### config.mk
export PLATFORM = sky130hd
export DESIGN_NAME = bcd_serial_subtractor_ctrl
export DESIGN_NICKNAME = d
export VERILOG_FILES = /design/src/rtl/bcd_serial_subtractor_ctrl.sv
export SDC_FILE = /design/constraint.sdc
export NUM_CORES = 1
export LEC_CHECK = 0
export CORE_UTILIZATION = 52
export CTS_BUF_LIST = sky130_fd_sc_hd__clkbuf_4 sky130_fd_sc_hd__clkbuf_8
export CTS_CLUSTER_DIAMETER = 30
export CTS_CLUSTER_SIZE = 40
export DETAILED_ROUTE_END_ITERATION = 7
export PLACE_DENSITY = 0.8
export SYNTH_ARGS = -nofsm -noshare
export SYNTH_HDL_FRONTEND = slang
export SYNTH_HIERARCHICAL = 1
export SYNTH_SLANG_ARGS = --single-unit
### constraint.sdc
create_clock -name clk_i -period 4.83 [get_ports clk_i]
set_clock_uncertainty 0.2 [all_clocks]
set_input_delay 1.2075 -clock clk_i [delete_from_list [all_inputs] [get_ports clk_i]]
set_output_delay 1.2075 -clock clk_i [all_outputs]
set_load 0.02 [all_outputs]
### src/rtl/bcd_serial_subtractor_ctrl.sv
// Serial packed-BCD subtractor: one digit per clock through a shared
// single-digit BCD subtractor, with a ten's-complement correction pass
// that turns a negative raw difference into sign-magnitude form.

// Single-digit BCD subtractor: diff = a - b - borrow_in, wrapped into 0..9.
module bcd_subtractor (
    input  logic [3:0] a_i,
    input  logic [3:0] b_i,
    input  logic       borrow_i,
    output logic [3:0] diff_o,
    output logic       borrow_o
);
    logic [4:0] raw;

    // Five-bit two's-complement difference; bit 4 set means the digit went negative.
    always_comb begin
        raw      = {1'b0, a_i} - {1'b0, b_i} - {4'b0000, borrow_i};
        borrow_o = raw[4];
        diff_o   = raw[4] ? (raw[3:0] + 4'd10) : raw[3:0];
    end
endmodule

module bcd_serial_subtractor_ctrl #(
    parameter int DIGITS = 4
) (
    input  logic                  clk_i,
    input  logic                  rst_i,
    input  logic                  start_i,
    input  logic [4*DIGITS-1:0]   a_i,
    input  logic [4*DIGITS-1:0]   b_i,
    output logic                  busy_o,
    output logic                  done_o,
    output logic [4*DIGITS-1:0]   result_o,
    output logic                  neg_o,
    output logic                  invalid_o
);
    localparam int W     = 4 * DIGITS;
    localparam int IDX_W = (DIGITS > 1) ? $clog2(DIGITS) : 1;
    localparam logic [IDX_W-1:0] LAST_IDX = IDX_W'(DIGITS - 1);

    typedef enum logic [1:0] {
        IDLE = 2'd0,
        SUB  = 2'd1,
        FIX  = 2'd2,
        DONE = 2'd3
    } state_t;

    state_t           state_q,   state_d;
    logic [IDX_W-1:0] idx_q,     idx_d;
    logic             borrow_q,  borrow_d;
    logic [W-1:0]     result_q,  result_d;
    logic             neg_q,     neg_d;
    logic             invalid_q, invalid_d;
    logic             busy_q,    busy_d;
    logic             done_q,    done_d;
    logic [W-1:0]     a_q;
    logic [W-1:0]     b_q;

    logic [3:0]       dig_a;
    logic [3:0]       dig_b;
    logic [3:0]       dig_diff;
    logic             dig_borrow;

    // True when any nibble of a packed operand is outside 0..9.
    function automatic logic has_bad_digit(input logic [W-1:0] v);
        logic bad;
        bad = 1'b0;
        for (int i = 0; i < DIGITS; i++) begin
            if (v[4*i +: 4] > 4'd9) bad = 1'b1;
        end
        return bad;
    endfunction

    // The one and only digit arithmetic unit, shared by both passes.
    bcd_subtractor u_digit (
        .a_i      (dig_a),
        .b_i      (dig_b),
        .borrow_i (borrow_q),
        .diff_o   (dig_diff),
        .borrow_o (dig_borrow)
    );

    // Digit operand select: raw pass uses A/B, correction pass computes 0 - result.
    always_comb begin
        dig_a = 4'd0;
        dig_b = 4'd0;
        if (state_q == SUB) begin
            dig_a = a_q[{idx_q, 2'b00} +: 4];
            dig_b = b_q[{idx_q, 2'b00} +: 4];
        end else if (state_q == FIX) begin
            dig_b = result_q[{idx_q, 2'b00} +: 4];
        end
    end

    // Next-state and next-output logic for the sequencer.
    always_comb begin
        // NOTE: every variable gets a hold value first so no path leaves it unassigned and infers a latch.
        state_d   = state_q;
        idx_d     = idx_q;
        borrow_d  = borrow_q;
        result_d  = result_q;
        neg_d     = neg_q;
        invalid_d = invalid_q;
        busy_d    = busy_q;
        done_d    = 1'b0;

        case (state_q)
            IDLE: begin
                if (start_i) begin
                    idx_d     = '0;
                    borrow_d  = 1'b0;
                    neg_d     = 1'b0;
                    busy_d    = 1'b1;
                    if (has_bad_digit(a_i) || has_bad_digit(b_i)) begin
                        invalid_d = 1'b1;
                        result_d  = '0;
                        done_d    = 1'b1;
                        state_d   = DONE;
                    end else begin
                        invalid_d = 1'b0;
                        state_d   = SUB;
                    end
                end
            end
            SUB: begin
                result_d[{idx_q, 2'b00} +: 4] = dig_diff;
                borrow_d = dig_borrow;
                idx_d    = idx_q + IDX_W'(1);
                if (idx_q == LAST_IDX) begin
                    idx_d = '0;
                    if (dig_borrow) begin
                        // Raw result is the ten's complement; rerun as 0 - result.
                        neg_d    = 1'b1;
                        borrow_d = 1'b0;
                        state_d  = FIX;
                    end else begin
                        done_d  = 1'b1;
                        state_d = DONE;
                    end
                end
            end
            FIX: begin
                result_d[{idx_q, 2'b00} +: 4] = dig_diff;
                borrow_d = dig_borrow;
                idx_d    = idx_q + IDX_W'(1);
                if (idx_q == LAST_IDX) begin
                    // The last correction borrow is always set and carries no information.
                    idx_d    = '0;
                    borrow_d = 1'b0;
                    done_d   = 1'b1;
                    state_d  = DONE;
                end
            end
            DONE: begin
                busy_d  = 1'b0;
                state_d = IDLE;
            end
            default: begin
                busy_d  = 1'b0;
                state_d = IDLE;
            end
        endcase
    end

    // Sequencer state and registered outputs; reset overrides everything.
    always_ff @(posedge clk_i) begin
        // NOTE: non-blocking assignments so every flop samples pre-edge values regardless of statement order.
        if (rst_i) begin
            state_q   <= IDLE;
            idx_q     <= '0;
            borrow_q  <= 1'b0;
            result_q  <= '0;
            neg_q     <= 1'b0;
            invalid_q <= 1'b0;
            busy_q    <= 1'b0;
            done_q    <= 1'b0;
        end else begin
            state_q   <= state_d;
            idx_q     <= idx_d;
            borrow_q  <= borrow_d;
            result_q  <= result_d;
            neg_q     <= neg_d;
            invalid_q <= invalid_d;
            busy_q    <= busy_d;
            done_q    <= done_d;
        end
    end

    // Operand capture on an accepted start.
    always_ff @(posedge clk_i) begin
        // NOTE: operand registers carry no reset; they are only read after being loaded by an accepted start.
        if (state_q == IDLE && start_i) begin
            a_q <= a_i;
            b_q <= b_i;
        end
    end

    assign busy_o    = busy_q;
    assign done_o    = done_q;
    assign result_o  = result_q;
    assign neg_o     = neg_q;
    assign invalid_o = invalid_q;
endmodule

==> key figures <==
Finish
  • Antenna Cells: 0
  • P&R area growth vs syn: 26.73%
  • FILL cells: 396
  • Ratio of cells with drive above 1 in the final layout: 14.43%
  • Commonest non-fill, non-tap cell in the layout: clkdlybuf4s50_1
  • Post-route cell area: 3684 um2
  • Most frequent cells in the layout: clkdlybuf4s50_1, edfxtp_1, dfxtp_1, nand2_1, inv_1
  • Layout Utilization: 70.33%
  • Final-stage net count: 345

Drt
  • Post-DR wirelength/cell: 16.10 um
  • Iter 0 DRT Violations: 167
  • WL final: 5923 um
  • DR pass1 iterations: 4
  • Post-route ant nets: 0
  • DRC viols: 0
  • Via/cell ratio: 5.595
  • DR vias: 2059

Worst setup path
  • Critical Path End Type: flop
  • Worst Path Required: 4.85 ns
  • CP arrival: 3.68 ns
  • Worst Path Max Fanout: 14
  • Crit path launch type: flop
  • CP Launch Point: idx_q[0]
  • Crit path kind: flop to flop
  • Worst R2R Start: idx_q[0]

Job
  • # Max-Cap Violations: 0

Yosys
  • Distinct cells, synth: 47
  • Synth area leader: edfxtp_1
  • Sequential fraction of the synthesis area: 50.28%
  • Syn_area_per_cell: 12.47 um2
  • Syn Inst Count: 233
  • Area contributors post-synth: edfxtp_1, dfxtp_1, mux4_2, ha_1, a22o_1
  • #FFs+latches synth: 57
  • YS warnings: 6
  • Post-synth design cell area: 2907 um2
  • Syn Nets: 285
  • Top-area cell type share of the netlist area: 33.06%

Power
  • Total power: 0.002128 W
  • Leak: 1.312 nW
  • Maximum VDD drop: 0.0002651 V
  • P per Cell Area: 577.7 nW/um2

Clocking
  • Total CTS buffers: 9
  • Post-CTS Resized: 0
  • # hold bufs at CTS: 0
  • Depth of the CTS H-tree: 3
  • Clk Latency, worst-skew pair: 0.33 ns
  • CTS tree: built
  • CTS root buf: clkbuf_8
  • Sink Count: 57
  • Setup bufs post-CTS: 0
  • Clock-pin slew on the worst setup and hold paths: 0.07 ns
  • CTS Buffer Depth: 2

Floorplan
  • Die Span Y: 76.76 um
  • DIE WIDTH: 76.76 um
  • Core Box Area: 5238 um2
  • Die ar.: 5892 um2
  • Initial Utilization: 55.49%
  • Num ports: 55
  • Rows: 26

Place
  • Port bufs: 54
  • Placement Cell Area: 3498 um2
  • GPL Wtd Cong: 0.7935
  • Dpl hpwl: 4540 um

Timing
  • Relative slew slack: 51.32%
  • Pins Over Slew Limit: 0
  • RSZ-0062 raised after global routing: false
  • Final hold violations: 0
  • Hold_ws: 0.2972 ns
  • Period minus WS final: 3.656 ns
  • Tightest Pin Transition: 0.7280 ns
  • Setup tns final: 0 ns
  • Max Freq: 273.5 MHz
  • Final setup violation count: 0
  • Fraction of the cycle the final worst path needs: 75.69%

Global route
  • GRT Util Overall: 22.20%
  • Congestion Overflow GR: 0
  • First-pass GRT wire length: 9818 um
  • Initial antenna violation count: 0
  • Vias in the first global route: 2034
  • Largest net degree at the start of global routing: 34

Status
  • Status: completed

Min path
  • Hold Path Origin: invalid_o
  • HP Class: flop to flop
## critical path, stage by stage, from the launching register on
cell and delay [ns]:
dfxtp_1 0.47, buf_4 0.30, mux4_2 0.22, nand2_1 0.06, o21ai_1 0.17, inv_1 0.08, fa_1 0.43, fa_1 0.41
nand2b_1 0.18, a211o_1 0.31, and2_4 0.18, mux2_4 0.32, a22o_1 0.21
## cell families after synthesis
group / count (synthesis) / synth area share, %
multiplexers: 17 / 11.19
AND/OR/NAND/NOR: 53 / 10.46
adder cells (fa/ha/maj): 17 / 7.835
buffers and inverters: 25 / 4.218
AO/OA/AOI/OAI: 59 / 14.51
XOR/XNOR: 5 / 1.507
flip-flops: 57 / 50.28
## per-layer routing
layer / global-route usage, % / up-vias / share of wire, %
met3: 5.595 / 12 / 5.5
li1: - / 990 / -
met4: 8.654 / 0 / 1.5
met1: 26.56 / 978 / 40
met5: 0 / - / 0
met2: 38.13 / 79 / 53
## area by class of cell
cell class / instances / area, um2 / area share, %
well taps: 70 / 87.58 / 2.378
inverters: 17 / 63.81 / 1.732
clock buffers: 9 / 123.9 / 3.363
flip-flops and latches: 57 / 1461 / 39.67
clock inverters: 7 / 61.31 / 1.664
repair buffers: 57 / 563.0 / 15.29
multi-input cells: 151 / 1323 / 35.90
## per-stage QoR
stage	cells	worst slack (ns)
after global placement	352	1.295
final	368	1.174
after floorplan	233	1.376
after global routing	368	0.8757
after CTS	368	1.171
after detailed placement	352	1.223
## cells in the mapped netlist, drive strengths merged
master   number
mux2i         4
xor2          2
buf           6
inv          16
nand4b        1
a22o         12
nor2          8
a21oi        15
a31oi         2
ha           15
a211oi        2
nand4         3
nor4bb        1
nand2        18
o2bb2ai       3
clkinv        1
nand2b        6
fa            2
mux4         12
nor3          1
a211o         3
and4          1
clkbuf        2
and2          6
nor3b         1
o31ai         1
dfxtp        25
xnor2         3
o21ai        21
nor2b         3
nand3b        1
nand3         3
edfxtp       32
mux2          1
## flip-flops by register name (all words and copies together), names as in the netlist
register	flops
done_o	1
neg_o	1
state_q	2
result_o	16
idx_q	2
b_q	16
a_q	16
invalid_o	1
borrow_q	1
busy_o	1
## worst paths after layout
| check | slack [ns] | depth (start not counted) | endpoint |
|---|---|---|---|
| min | 0.30 | 2 | invalid_o |
| max reg2reg | 1.17 | 12 | result_o[14] |
| min reg2reg | 0.30 | 2 | invalid_o |
| max | 1.17 | 12 | result_o[14] |
## power breakdown
| group | switching, W | internal, W | total [W] | leakage, nW |
|---|---|---|---|---|
| Sequential | 0.0000491 | 0.000619 | 0.000668 | 0.507 |
| Combinational | 0.000585 | 0.000458 | 0.00104 | 0.708 |
| Clock | 0.000184 | 0.000232 | 0.000417 | 0.0978 |
| Total | 0.000819 | 0.00131 | 0.00213 | 1.31 |
No activity file was read; power rests on OpenSTA's default activity.
